--- config.mk ---
export PLATFORM = sky130hd
export DESIGN_NAME = freq_synth
export DESIGN_NICKNAME = d
export VERILOG_FILES = /design/src/rtl/freq_synth_pkg.sv /design/src/rtl/freq_synth_half_period_div.sv /design/src/rtl/freq_synth.sv
export SDC_FILE = /design/constraint.sdc
export NUM_CORES = 1
export LEC_CHECK = 0
export ABC_AREA = 0
export CORE_MARGIN = 3
export CORE_UTILIZATION = 55
export DETAILED_ROUTE_END_ITERATION = 16
export GPL_TIMING_DRIVEN = 0
export PLACE_DENSITY = 0.8
export SLEW_MARGIN = 10
export SYNTH_ARGS = -nofsm -noshare
export SYNTH_HDL_FRONTEND = slang
export SYNTH_SLANG_ARGS = --single-unit
--- constraint.sdc ---
create_clock -name mclk -period 11.1 [get_ports mclk]
set_clock_uncertainty 0.05 [all_clocks]
set_input_delay 1.11 -clock mclk [delete_from_list [all_inputs] [get_ports mclk]]
set_output_delay 1.11 -clock mclk [all_outputs]
set_load 0.01 [all_outputs]
--- src/rtl/freq_synth_pkg.sv ---
// Shared constants and types for the square-wave frequency synthesizer.
// Holds the default clock/width parameters and the control state encoding.
package freq_synth_pkg;

    localparam int CLK_HZ_DEFAULT = 50_000_000;
    localparam int DIV_W_DEFAULT  = 26;
    localparam int FREQ_W         = 16;
    localparam int DIVISOR_W      = FREQ_W + 1;
    localparam int HALF_PER_W     = DIV_W_DEFAULT;

    typedef enum logic [1:0] {
        ST_IDLE   = 2'd0,
        ST_DIVIDE = 2'd1,
        ST_RUN    = 2'd2
    } state_e;

endpackage

--- src/rtl/freq_synth_half_period_div.sv ---
// Restoring divider producing one quotient bit per clock.
// The first bit is resolved on the start edge so done arrives DIV_W-1 cycles later.
module half_period_div
    import freq_synth_pkg::*;
#(
    parameter int DIV_W = DIV_W_DEFAULT
) (
    input  logic                 mclk,
    input  logic                 rst,
    input  logic                 start,
    input  logic [DIV_W-1:0]     dividend,
    input  logic [DIVISOR_W-1:0] divisor,
    output logic [DIV_W-1:0]     quotient,
    output logic                 done
);

    localparam int CNT_W = $clog2(DIV_W + 1);

    logic [DIVISOR_W-1:0] rem_q, rem_d, dsr_q, dsr_d, src_rem, src_dsr;
    logic [DIV_W-1:0]     quo_q, quo_d, src_quo;
    logic [CNT_W-1:0]     cnt_q, cnt_d;
    logic                 run_q, run_d;
    logic [DIVISOR_W:0]   rem_sh;
    logic                 fits;

    always_ff @(posedge mclk) begin
        if (rst) begin
            rem_q <= '0;
            dsr_q <= '0;
            quo_q <= '0;
            cnt_q <= '0;
            run_q <= 1'b0;
        end else begin
            rem_q <= rem_d;
            dsr_q <= dsr_d;
            quo_q <= quo_d;
            cnt_q <= cnt_d;
            run_q <= run_d;
        end
    end

    always_comb begin
        // A start restarts from fresh operands even if a division is in flight.
        src_rem = start ? '0 : rem_q;
        src_quo = start ? dividend : quo_q;
        src_dsr = start ? divisor : dsr_q;
        rem_sh  = {src_rem, src_quo[DIV_W-1]};
        fits    = (rem_sh >= {1'b0, src_dsr});

        rem_d = rem_q;
        quo_d = quo_q;
        dsr_d = dsr_q;
        cnt_d = cnt_q;
        run_d = run_q;
        done  = 1'b0;

        if (start || (run_q && (cnt_q != '0))) begin
            rem_d = fits ? DIVISOR_W'(rem_sh - {1'b0, src_dsr}) : DIVISOR_W'(rem_sh);
            quo_d = {src_quo[DIV_W-2:0], fits};
            dsr_d = src_dsr;
        end

        if (start) begin
            cnt_d = CNT_W'(DIV_W - 1);
            run_d = 1'b1;
        end else if (run_q) begin
            if (cnt_q == '0) begin
                done  = 1'b1;
                run_d = 1'b0;
            end else begin
                cnt_d = cnt_q - CNT_W'(1);
            end
        end
    end

    assign quotient = quo_q;

endmodule

--- src/rtl/freq_synth.sv ---
// Programmable 50%-duty square-wave generator: half-period = CLK_HZ/(2*freq),
// computed by a serial divider while the previous waveform keeps running.
module freq_synth
    import freq_synth_pkg::*;
#(
    parameter int CLK_HZ = CLK_HZ_DEFAULT,
    parameter int DIV_W  = DIV_W_DEFAULT
) (
    input  logic              mclk,
    input  logic              rst,
    input  logic [FREQ_W-1:0] freq,
    input  logic              load,
    output logic              sq_out,
    output logic              busy,
    output logic              active,
    output logic              edge_tick
);

    localparam logic [DIV_W-1:0] DIVIDEND = DIV_W'(CLK_HZ);

    state_e           state_q, state_d;
    logic             sq_q, sq_d, busy_q, busy_d, active_q, active_d, tick_q, tick_d;
    logic [DIV_W-1:0] half_per_q, half_per_d, cnt_q, cnt_d, quotient;
    logic             load_nz, load_zero, div_done, wrap;

    assign load_nz   = load && (freq != '0);
    assign load_zero = load && (freq == '0);

    half_period_div #(
        .DIV_W(DIV_W)
    ) u_div (
        .mclk    (mclk),
        .rst     (rst),
        .start   (load_nz),
        .dividend(DIVIDEND),
        .divisor ({freq, 1'b0}),
        .quotient(quotient),
        .done    (div_done)
    );

    always_ff @(posedge mclk) begin
        if (rst) begin
            state_q    <= ST_IDLE;
            sq_q       <= 1'b0;
            busy_q     <= 1'b0;
            active_q   <= 1'b0;
            tick_q     <= 1'b0;
            half_per_q <= '0;
            cnt_q      <= '0;
        end else begin
            state_q    <= state_d;
            sq_q       <= sq_d;
            busy_q     <= busy_d;
            active_q   <= active_d;
            tick_q     <= tick_d;
            half_per_q <= half_per_d;
            cnt_q      <= cnt_d;
        end
    end

    always_comb begin
        state_d = state_q;
        if (load_zero) begin
            state_d = ST_IDLE;
        end else if (load_nz) begin
            state_d = ST_DIVIDE;
        end else if ((state_q == ST_DIVIDE) && div_done) begin
            state_d = ST_RUN;
        end
    end

    always_comb begin
        sq_d       = sq_q;
        cnt_d      = cnt_q;
        tick_d     = 1'b0;
        busy_d     = busy_q;
        active_d   = active_q;
        half_per_d = half_per_q;
        // >= rather than == so a shortened half-period wraps immediately.
        wrap       = (cnt_q >= (half_per_q - DIV_W'(1)));

        if (active_q) begin
            if (wrap) begin
                cnt_d  = '0;
                sq_d   = ~sq_q;
                tick_d = ~sq_q;
            end else begin
                cnt_d = cnt_q + DIV_W'(1);
            end
        end

        if (load_zero) begin
            busy_d   = 1'b0;
            active_d = 1'b0;
            sq_d     = 1'b0;
            cnt_d    = '0;
            tick_d   = 1'b0;
        end else if (load_nz) begin
            busy_d = 1'b1;
        end else if ((state_q == ST_DIVIDE) && div_done) begin
            busy_d     = 1'b0;
            active_d   = 1'b1;
            half_per_d = (quotient == '0) ? DIV_W'(1) : quotient;
        end
    end

    always_comb begin
        sq_out    = sq_q;
        busy      = busy_q;
        active    = active_q;
        edge_tick = tick_q;
    end

endmodule

==> reports/metrics.cfg, run 1 <==
[route]
post-route-drc-count = 0
initialDrtViolationCount = 423
routed_wl_um = 15800
postRouteAntennaNets = 0
via_count = 5785
dr.pass1.iters = 5
wl_per_cell_um = 15.43
drt-vias-per-instance = 5.649

[outcome]
outcome = completed

[logic_synthesis]
synth_cells = 827
synth-seq-area-share = 0.3678
synth.distinct_cells = 52
synthArstFlopShare = 0
synth_most_common_cell = nand2_1
synth-simple-area-share = 0.2476
yosysTopAreaCell = dfxtp_1
synth_seq_cells = 123
syn_area_per_cell_um2 = 8.096
synth-compound-area-share = 0.1411
synthTopCellsByCount = nand2_1, dfxtp_1, nor2_1, a21oi_1, ha_1
synthFlopType = dfxtp_1
synth_edf_count = 0
yosysWarnings = 0
synth_mux_area_frac = 0.03289
synthesis.nets = 894
synth_top_family_by_area = simple AND/OR/NAND/NOR gates
synthAdderAreaFrac = 0.09082
synthXorXnorAreaFrac = 0.08765
synth_area_leaders = dfxtp_1, ha_1, nand2_1, nor2_1, a21oi_1
synth_top_cell_area_share = 0.3678
netlist_area_mm2 = 0.006695

[die]
die_w_um = 116.3
core_mm2 = 0.01166
ios = 23
dieArea_mm2 = 0.01353
num_rows = 39
start_util = 0.5741
die_y_um = 116.3

[clock_network]
cts_sinks = 123
h-tree-depth = 4
hold_buffers = 0
ctsLongestPathBuffers = 2
cts_made_buffers = 17
worstSkewPairLatency_ns = 0.42
clk_pin_slew_ns = 0.06
post_cts_resize_count = 0
root_buffer = clkbuf_16
postCtsSetupBuffers = 0
cts_tree = yes

[power_and_ir_drop]
ir_drop_mv = 0.1251
power.density_mw_per_mm2 = 152.8
p_leak_nw = 3.198

[finish]
final_cells = 1024
drive_above_1_share = 0.04994
nets = 935
final_area_mm2 = 0.007665
n_antenna_cell = 0
utilization = 0.6572
nFillCells = 976
syn_to_final_growth_pct = 14.48

[setup_path]
crit_fanout = 10
cpMaxStageDelayCell = o41ai_4
critPathLaunchType = input pin
arrival_ns = 6.29
critPathMaxStageDelay_ns = 0.70
crit_type = in2reg
critPathTopFamily = compound AO/OA/AOI/OAI gates
worst-path-buf-inv = 4
cpMostUsedCell = buf_2
regToRegStartpoint = half_per_q[5]
path_cells = clkdlybuf4s50_1 > or4_4 > o41ai_4 > buf_2 > buf_2 > mux2i_1 > ha_1 > a21oi_1 > o21ai_0 > a221o_1 > a211o_1 > buf_6 > and4_1 > a211oi_1 > a211oi_2
crit_start = freq[12]
worst_ep_required_time_ns = 11.33
cp-end-kind = flip-flop

[sta]
max_slew.worst_pin.slew_ns = 0.7417
relSlewSlack = 0.5055
setup_viol = 0
clock.fmax_mhz = 165.1
tns_ns = 0
period_needed_ns = 6.057
maxSlewViolCount = 0
finalCritPeriodShare = 0.5456
rsz0062_at_grt = no
finalHoldViolCount = 0
fin_hold_ws_ns = 0.3709

[placed_design]
dp_hpwl_um = 11680
io_buffers = 22
gp_congestion = 0.9062
place_area_mm2 = 0.007094
placed_cells = 992

[global_route]
grt_pass1_wl_um = 25970
track_usage = 0.2441
grt.overflow.total = 0
antenna_found_initial = 0
grt_start_max_net_pins = 17
grt_pass1_vias = 5505

[hold_path]
hp-start = u_div.dsr_q[0]
worstHoldPathType = reg2reg

[job]
max-cap-violations = 0

## cells in the final DEF, fill, tap and decap left out, drive strengths merged, types with 5 or more instances in the layout
cell	instances
dfxtp	123
nor2	103
xnor2	34
nand3	15
o21ai	14
clkbuf	50
buf	7
mux2i	22
or4	6
nand4	11
nor4	12
xor2	33
a211oi	13
nor3	20
ha	47
a21oi	66
nor2b	8
a21o	12
and2	22
a31oi	13
clkinvlp	5
nand2	145
and3	11
nand2b	6
o21a	8
inv	15
clkdlybuf4s50	22
## power by group
| group | switching (mW) | total, mW | internal [mW] |
|---|---|---|---|
| Clock | 0.210 | 0.530 | 0.320 |
| Sequential | 0.0120 | 0.471 | 0.459 |
| Combinational | 0.0997 | 0.170 | 0.0707 |
| Total | 0.322 | 1.17 | 0.849 |
## stage by stage
step	setup slack [ns]	power (mW)
6_report	5.043	1.171
5_1_grt	4.766	1.216
4_1_cts	5.073	1.173
3_5_place_dp	4.661	0.6467
3_3_place_gp	4.646	0.6440
2_1_floorplan	6.068	0.6022
## sequential cells by signal (all words and copies together) (netlist names)
| signal | count |
|---|---|
| cnt_q | 26 |
| half_per_q | 26 |
| u_div.quotient | 26 |
| u_div.dsr_q | 17 |
| u_div.rem_q | 17 |
| u_div.cnt_q | 5 |
| active | 1 |
| busy | 1 |
| edge_tick | 1 |
| sq_out | 1 |
| state_q | 1 |
| u_div.run_q | 1 |
## cell type report
class	count	area, µm²	share of cell area
multi-input cells	654	4018	0.5242
flip-flops and latches	123	2462	0.3213
clock buffers	19	452.9	0.05909
repair buffers	22	220.2	0.02873
well taps	143	178.9	0.02334
plain buffers	38	170.2	0.02220
clock inverters	13	117.6	0.01534
inverters	12	45.04	0.005877
## final timing paths
path | depth (start not counted) | to | slack, ns
max | 15 | u_div.rem_q[11] | 5.04
max reg2reg | 16 | cnt_q[5] | 6.82
min | 2 | u_div.dsr_q[0] | 0.37
min reg2reg | 2 | u_div.dsr_q[0] | 0.37
## worst register-to-register path, delay by kind of cell, from the launching register on
kind	cells	cell delay, ns
fa+ha+maj	1	0.26
compound gates	5	1.24
buf+inv	2	0.52
simple gates	7	1.61
xor+xnor	1	0.15
flops	1	0.36
## metal layers
layer | GRT usage | part of all wire | vias up
met4 | 0.07579 | 0.017 | 0
met1 | 0.2997 | 0.45 | 2686
met5 | 0 | 0 | -
met2 | 0.4207 | 0.49 | 123
li1 | - | - | 2958
met3 | 0.06166 | 0.043 | 18
## cells by family (layout without fill, tap and decap cells)
kind of cell | after synthesis | count (layout)
AO/OA/AOI/OAI | 150 | 150
XOR/XNOR | 67 | 67
adder cells (fa/ha/maj) | 48 | 48
buffers and inverters | 50 | 104
flip-flops | 123 | 123
multiplexers | 22 | 22
AND/OR/NAND/NOR | 367 | 367
Power figures use the tool's default switching activity.
==> inputs of run 2 (changes only) <==
--- a/config.mk
+++ b/config.mk
@@ -10,7 +10,7 @@
 export CORE_UTILIZATION = 55
 export DETAILED_ROUTE_END_ITERATION = 16
 export GPL_TIMING_DRIVEN = 0
-export PLACE_DENSITY = 0.8
+export PLACE_DENSITY = 0.83
 export SLEW_MARGIN = 10
 export SYNTH_ARGS = -nofsm -noshare
 export SYNTH_HDL_FRONTEND = slang
==> constraint.sdc (replaced) <==
create_clock -name mclk -period 5.5 [get_ports mclk]
set_clock_uncertainty 0.05 [all_clocks]
set_input_delay 0.55 -clock mclk [delete_from_list [all_inputs] [get_ports mclk]]
set_output_delay 0.55 -clock mclk [all_outputs]
set_load 0.01 [all_outputs]
==> run 2 against run 1 <==
  * Clock-buffer cell count increased by 1
  * Final area grew 1.4%
  * Sequential share of layout area decreased by 0.44 points
  * Core utilization rose by 0.92 points
  * Highest routed layer unchanged
  * Hold slack improved by 0.0048 ns
  * Largest power group unchanged
  * Cell count increased by 0.29%
  * Register-to-register slack lost 5.6 ns
==> reports/metrics.cfg, run 2 (synthesized netlist as in run 1, its figures left out) <==
[sta]
setup_viol = 0  ; unchanged
clock.fmax_mhz = 189.4
relSlewSlack = 0.5572  ; +0.05167
maxSlewViolCount = 0  ; unchanged
fin_hold_ws_ns = 0.3757  ; +0.004797 ns
period_needed_ns = 5.280
max_slew.worst_pin.slew_ns = 0.6642  ; -0.07751 ns
rsz0062_at_grt = no
finalCritPeriodShare = 0.9601
finalHoldViolCount = 0  ; unchanged
setup_ws_ns = 0.2196  ; -4.824 ns

[die]
die_w_um = 116.3  ; unchanged
ios = 23  ; unchanged
core_mm2 = 0.01166  ; unchanged
dieArea_mm2 = 0.01353  ; unchanged
start_util = 0.5741  ; unchanged
num_rows = 39  ; unchanged
die_y_um = 116.3  ; unchanged

[hold_path]
hold_end = u_div.dsr_q[0]
hp-start = u_div.dsr_q[0]
hold_depth = 2  ; unchanged
worstHoldPathType = reg2reg

[placed_design]
io_buffers = 22  ; unchanged
dpl_worst_slack_ns = -0.2388  ; -4.900 ns
gp_congestion = 0.9011  ; -0.56%
dp_hpwl_um = 11630  ; -0.46%

[setup_path]
critPathMaxStageDelay_ns = 0.61  ; -0.09 ns
worst_ep_required_time_ns = 5.74  ; -5.59 ns
regToRegStartpoint = half_per_q[5]
cpMostUsedCell = buf_2
rrSetupSlack_ns = 1.21  ; -5.61 ns
cp-end-kind = flip-flop
r2r_cells = 16  ; unchanged
cpMaxStageDelayCell = or4_1
crit_fanout = 10  ; unchanged
r2r-end = cnt_q[20]
arrival_ns = 5.52  ; -0.77 ns
crit_type = in2reg
critPathLaunchType = input pin
path_cells = clkdlybuf4s50_1 > or4_1 > o41ai_4 > buf_4 > buf_2 > buf_2 > mux2i_1 > ha_1 > a21oi_1 > o21ai_0 > a221o_1 > a211o_1 > buf_6 > and4_1 > a211oi_1 > a211oi_2

[clock_network]
cts_sinks = 123  ; unchanged
cts_made_buffers = 17  ; unchanged
ctsLongestPathBuffers = 2  ; unchanged
worstSkewPairLatency_ns = 0.42  ; about the same
hold_buffers = 0  ; unchanged
root_buffer = clkbuf_16
h-tree-depth = 4  ; unchanged
clk_pin_slew_ns = 0.06  ; about the same
cts_tree = yes

[route]
routed_wl_um = 16180  ; +2.4%
dr.pass1.iters = 5  ; unchanged
post-route-drc-count = 0  ; unchanged
via_count = 5880  ; +1.6%
postRouteAntennaNets = 0  ; unchanged
initialDrtViolationCount = 504  ; +19%
wl_per_cell_um = 15.75  ; +2.1%
drt-vias-per-instance = 5.725  ; +1.3%

[finish]
syn_to_final_growth_pct = 16.09
final_common_cell = nand2_1
n_antenna_cell = 0  ; unchanged
nets = 938  ; +0.32%
mostFrequentLayoutCells = nand2_1, dfxtp_1, nor2_1
drive_above_1_share = 0.04977  ; -0.0001695

[power_and_ir_drop]
p_leak_nw = 3.258  ; +1.9%
ir_drop_mv = 0.3466  ; +180%
power.density_mw_per_mm2 = 328.1  ; +110%

[outcome]
outcome = completed

[global_route]
antenna_found_initial = 0  ; unchanged
grt_start_max_net_pins = 17  ; unchanged
grt.overflow.total = 0  ; unchanged
grt_pass1_wl_um = 26740  ; +3.0%
track_usage = 0.2517  ; +0.007505
grt_pass1_vias = 5659  ; +2.8%

[job]
max-cap-violations = 0  ; unchanged

## run 2: worst max-delay path by stage
stage / startpoint / to / slack (ns) / cells after the start
floorplan: freq[12] / u_div.rem_q[11] / 1.03 / 14
global placement: freq[12] / u_div.rem_q[11] / -0.26 / 15
detailed placement: freq[12] / u_div.rem_q[11] / -0.24 / 15
CTS: freq[12] / u_div.rem_q[11] / 0.10 / 15
global route: freq[1] / u_div.rem_q[16] / 0.09 / 17
finish: freq[1] / u_div.rem_q[11] / 0.22 / 16
## run 2: metrics by stage
step                utilization  cell area, µm²  TNS (ns)  total power, mW  std cells
detailed placement       0.6083            7094    -1.951            1.303        992
floorplan                     -            6695         0            1.215        827
finish                   0.6665            7772         0            2.550       1027
CTS                      0.6645            7750         0            2.546       1024
global route             0.6665            7772         0            2.636       1027
global placement         0.6083            7094    -1.838            1.297        992
## run 2: worst max-delay path: cells and delay by family
kind            cells  cell delay [ns]
compound gates      7             2.01
buf+inv             5             1.42
fa+ha+maj           1             0.34
mux                 1             0.36
simple gates        2             0.81
## run 2: layer usage
layer,up-vias,wire length [µm],global-route usage
met3,39,785,0.06166
met5,-,0,0
met2,149,8006,0.4382
li1,2960,-,-
met4,0,404,0.09049
met1,2732,6979,0.3011
## run 2: power by group
| group | total (mW) | internal [mW] | switching [mW] |
|---|---|---|---|
| Clock | 1.25 | 0.847 | 0.402 |
| Sequential | 0.949 | 0.926 | 0.0229 |
| Combinational | 0.352 | 0.144 | 0.208 |
| Total | 2.55 | 1.92 | 0.633 |
## run 2: repair_timing
| action | 4_1_cts | 5_1_grt |
|---|---|---|
| setup buffers | 0 | 3 |
| hold endpoints to repair | 0 | 0 |
| gates resized for setup | 0 | 0 |
| setup endpoints to repair | 0 | 10 |
## run 2: area by class of cell
type                       instances  area, µm²
buffer                            38      170.2
tap                              143      178.9
timing repair buffer              25      242.7
clock inverter                    12      219.0
fill                             940       3890
clock buffer                      20      436.7
inverter                          12      45.04
multi-input combinational        654       4018
sequential                       123       2462
==> RTL change 1, RTL diff (settings of run 2) <==
Re-encode `state_e` (3 states) as one-hot, 3 bits wide.
--- a/src/rtl/freq_synth_pkg.sv
+++ b/src/rtl/freq_synth_pkg.sv
@@ -8,10 +8,10 @@
     localparam int DIVISOR_W      = FREQ_W + 1;
     localparam int HALF_PER_W     = DIV_W_DEFAULT;
 
-    typedef enum logic [1:0] {
-        ST_IDLE   = 2'd0,
-        ST_DIVIDE = 2'd1,
-        ST_RUN    = 2'd2
+    typedef enum logic [2:0] {
+        ST_IDLE   = 3'b001,
+        ST_DIVIDE = 3'b010,
+        ST_RUN    = 3'b100
     } state_e;
 
 endpackage
Behaviour: same outputs for any inputs over 10 cycles, from zero or initial values and one cycle with rst high; not proved beyond that.
==> RTL change 1 against run 2 <==
Wire length rose by 1.2%. Worst setup slack improved by 0.23 ns. Cell count fell by 2.2%. Highest routed layer unchanged. Area after synthesis rose by 0.45%. Total power fell by 5.7%. Largest power group unchanged. Largest cell class unchanged. Die area rose by 0.43%. Critical path depth did not move. Critical path type unchanged. Fmax rose by 4.6%. Critical endpoint is now u_div.rem_q[2]. First-iteration DRC count rose by 7.5%. Sequential cell count rose by 1. Non-clock buffer count fell by 7. Cell area fell by 0.27%.
==> RTL change 1: results (changes against run 2) <==
[outcome]
status = completed

[synth]
synth_commonest_cells = dfxtp_1 (124), nor2_1 (115), nand2_1 (98)
syn_area_per_cell_um2 = 8.323  ; +2.8%
synth_cell_type_count = 56  ; +7.7%
yosysSeqAreaShare_pct = 36.91  ; +0.13 points
synth_nets = 875  ; -2.1%
synth_area_leaders = dfxtp_1 (37%), ha_1 (8.7%), nor2_1 (6.4%)

[final_layout]
nets = 915  ; -2.5%
num-fill-cells = 906  ; -3.6%
multi_input_area_share_pct = 52.09  ; +0.40 points
num-nonclk-inverters = 17  ; +5
buffer_area_share_pct = 4.536  ; -0.78 points
multi_input_gates = 632  ; -3.4%
clock_buffers = 17  ; -15%
clock_area_share_pct = 8.216  ; -0.22 points
drive_above_1_share_pct = 4.762  ; -0.22 points
seq_area_mm2 = 0.002482  ; +0.81%

[global_routing]
grtUsageMet3_pct = 6.425  ; +0.26 points
grt_pass1_wl_um = 27300  ; +2.1%
grt_usage_pct = 25.34  ; +0.18 points

[pwr]
p_clk_share_pct = 50.0  ; +1.0 points
power_leakage_nw = 3.177  ; -2.5%
power.share.switching_pct = 25.47  ; +0.64 points
pg_seq_uw = 946  ; about the same
p_int_mw = 1.793  ; -6.5%
vdd.ir_drop.worst_v = 0.0002907  ; -16%

[route]
wl_met1_um = 7329  ; +5.0%
routed_via_density = 5.895  ; +3.0%
vias = 5919  ; +0.66%
drtIter0Drc = 542  ; +7.5%
wl_met2_um = 7798  ; -2.6%

[setup_path]
cp_data_arrival_time_ns = 5.30  ; -0.22 ns
rrSetupSlack_ns = 0.84  ; -0.37 ns
r2r-end = cnt_q[12]
rr_startpoint = half_per_q[2]
r2r_cells = 17  ; +1

[sta]
worstMarginPinSlew_ns = 1.064  ; +0.3999 ns
worst_hold_slack_ns = 0.3768  ; +0.001103 ns

[place]
numPortBuffers = 21  ; -4.5%
place_ws_ns = 0.1437  ; +0.3825 ns
placedCellCount = 972  ; -2.0%
hpwlAfterDp_um = 12130  ; +4.3%

==> RTL change 1: cell types whose count changed after synthesis, moves of 9 or more <==
| cell | delta |
|---|---|
| nor3_1 | -9 |
| a22oi_1 | +19 |
| nand2_1 | -47 |
| nor2_1 | +12 |
| nand3_1 | +10 |
| xor2_1 | -9 |
| a21oi_1 | -20 |
==> RTL change 1: worst max-delay path by stage <==
stage	startpoint	end	slack, ns	cells past startpoint
3_5_place_dp	freq[12]	u_div.rem_q[2]	0.14	16
4_1_cts	freq[12]	u_div.rem_q[2]	0.53	16
2_1_floorplan	freq[11]	u_div.rem_q[2]	1.43	17
6_report	freq[12]	u_div.rem_q[2]	0.45	16
5_1_grt	freq[12]	u_div.rem_q[2]	0.12	16
3_3_place_gp	freq[12]	u_div.rem_q[2]	0.18	16
==> RTL change 1: critical path: stages <==
cell and delay, ns:
clkdlybuf4s50_1 0.43, nor4_1 0.40, a41o_1 0.22, buf_2 0.21, clkbuf_1 0.32, clkbuf_1 0.61, mux2i_1 0.31, ha_1 0.32
a21o_1 0.20, a221oi_1 0.56, nand4bb_1 0.22, nand4_1 0.15, clkbuf_1 0.30, nor2_1 0.18, a21oi_1 0.08, a22o_1 0.23
==> RTL change 1: cell families after synthesis <==
kind of cell / after synthesis / synth area share [%]
AND/OR/NAND/NOR: 341 / 24.06
AO/OA/AOI/OAI: 158 / 15.48
flip-flops: 124 / 36.91
XOR/XNOR: 64 / 8.335
buffers and inverters: 52 / 3.051
adder cells (fa/ha/maj): 48 / 9.042
multiplexers: 21 / 3.126
==> RTL change 1: through the flow <==
step                utilization, %  area, um2
global route                 66.46       7751
finish                       66.46       7751
CTS                          66.46       7751
detailed placement           61.00       7114
floorplan                        -       6725
global placement             61.00       7114
==> RTL change 2, RTL diff (flow settings as in run 2) <==
Made on the original files. Change the package constant `FREQ_W` from 16 to 24.
--- a/src/rtl/freq_synth_pkg.sv
+++ b/src/rtl/freq_synth_pkg.sv
@@ -4,7 +4,7 @@
 
     localparam int CLK_HZ_DEFAULT = 50_000_000;
     localparam int DIV_W_DEFAULT  = 26;
-    localparam int FREQ_W         = 16;
+    localparam int FREQ_W         = 24;
     localparam int DIVISOR_W      = FREQ_W + 1;
     localparam int HALF_PER_W     = DIV_W_DEFAULT;
 
Interface: changed (resized freq); port bits go from 23 to 31. No check against the original RTL was run, so the function may have changed too.
==> RTL change 2 against run 2 <==
Worst setup slack gained 0.020 ns. Cell area grew 15%. Area after synthesis increased by 16%. First-iteration DRC count rose by 4.6%. Wire length rose by 17%. Sequential cell count up 16. Total power decreased by 2.7%. Critical path type unchanged. Largest cell class unchanged.
==> RTL change 2: results (changes against run 2) <==
[clock_tree]
clkTransAtPathRegs_ns = 0.06  ; about the same
cts.repair.resized = 2  ; +2
cts.htree.levels = 4  ; unchanged
insertion_delay_ns = 0.44  ; +0.02 ns
cts_buffers = 17  ; unchanged
cts-root-buf = clkbuf_16

[pwr]
vdd.ir_drop.worst_v = 0.0002308  ; -33%
power_leakage_nw = 3.723  ; +14%

[synth]
synth_commonest_cells = dfxtp_1 (139), nand2_1 (138), nor2_1 (89)
yosys_warnings = 0  ; unchanged
synth_area_leaders = dfxtp_1 (36%), ha_1 (8.8%), nand2_1 (6.7%)
synth_nets = 1012  ; +13%
synth_cell_type_count = 67  ; +29%
async_flop_share_pct = 0  ; unchanged
yosys_most_used_dff = dfxtp_1
syn_area_per_cell_um2 = 8.377  ; +3.5%
yosysSeqAreaShare_pct = 35.76  ; -1.0 points

[global_routing]
grt_usage_pct = 24.51  ; -0.66 points
grt_pass1_wl_um = 31640  ; +18%
grt_pass1_vias = 6620  ; +17%

[final_layout]
finalNonFillerCells = 1167  ; +14%
multiInputGateArea_mm2 = 0.004752  ; +18%
num-fill-cells = 1089  ; +16%
diodes = 0  ; unchanged
drive_above_1_share_pct = 6.559  ; +1.6 points
nets = 1061  ; +13%

[setup_path]
crit_path_max_incr_delay_ns = 0.53  ; -0.08 ns
cp_data_arrival_time_ns = 5.50  ; -0.02 ns
crit_slowest_cell = clkdlybuf4s50_1
cp_top_family = compound AO/OA/AOI/OAI gates

[sta]
relSlewSlack_pct = 50.64  ; -5.1 points

[route]
drtIter0Drc = 527  ; +4.6%
routed_via_density = 5.879  ; +2.7%
first_pass_iters = 5  ; unchanged
avgRoutedWirePerCell_um = 16.26  ; +3.2%

[place]
place.gp.congestion = 0.9457  ; +4.9%
numPortBuffers = 30  ; +36%
dpl_cell_area_mm2 = 0.008303  ; +17%
hpwlAfterDp_um = 13940  ; +20%
place_ws_ns = -0.4447  ; -0.2059 ns

[outcome]
status = completed

## RTL change 2: cell type report
type	instances	share of cell area (%)
Buffer	43	2.120
Clock inverter	14	1.783
Timing Repair Buffer	30	3.369
Inverter	19	0.8001
Multi-Input combinational cell	728	53.31
Sequential cell	139	31.22
Clock buffer	18	4.927
Tap cell	176	2.471
## RTL change 2: report_power, final
part	leakage (nW)	internal [mW]	switching, mW	total (mW)
Clock	0.288	0.689	0.481	1.17
Combinational	2.30	0.102	0.161	0.262
Sequential	1.13	1.03	0.0171	1.05
Total	3.72	1.82	0.659	2.48
## RTL change 2: per-layer routing
metal  vias up  GRT usage [%]  share of wire [%]
met1      3184          32.22                 44
li1       3387              -                  -
met2       240          40.14                 47
met5         -              0                  0
met3        50          5.586                6.6
met4         0          8.036                2.6
## RTL change 2: worst paths after layout
kind                  startpoint        endpoint  slack [ns]  cells past startpoint
setup reg to reg   half_per_q[6]        cnt_q[8]        1.03                     13
setup / recovery        freq[21]  u_div.rem_q[7]        0.24                     16
hold / removal    u_div.dsr_q[0]  u_div.dsr_q[0]        0.37                      2
hold reg to reg   u_div.dsr_q[0]  u_div.dsr_q[0]        0.37                      2
## RTL change 2: logic make-up (layout without fill, tap and decap cells)
family          count (synthesis)  count (layout)  share of synthesized area, %
compound gates                178             178                         15.13
xor+xnor                       74              74                         8.328
fa+ha+maj                      56              56                         9.100
buf+inv                        62             124                         3.312
flops                         139             139                         35.76
mux                            36              36                         4.662
simple gates                  384             384                         23.71
## RTL change 2: worst min-delay path: cells and delay by family, from the launching register on
kind | cells | cell delay [ns]
simple gates | 1 | 0.03
flops | 1 | 0.30
buf+inv | 1 | 0.04
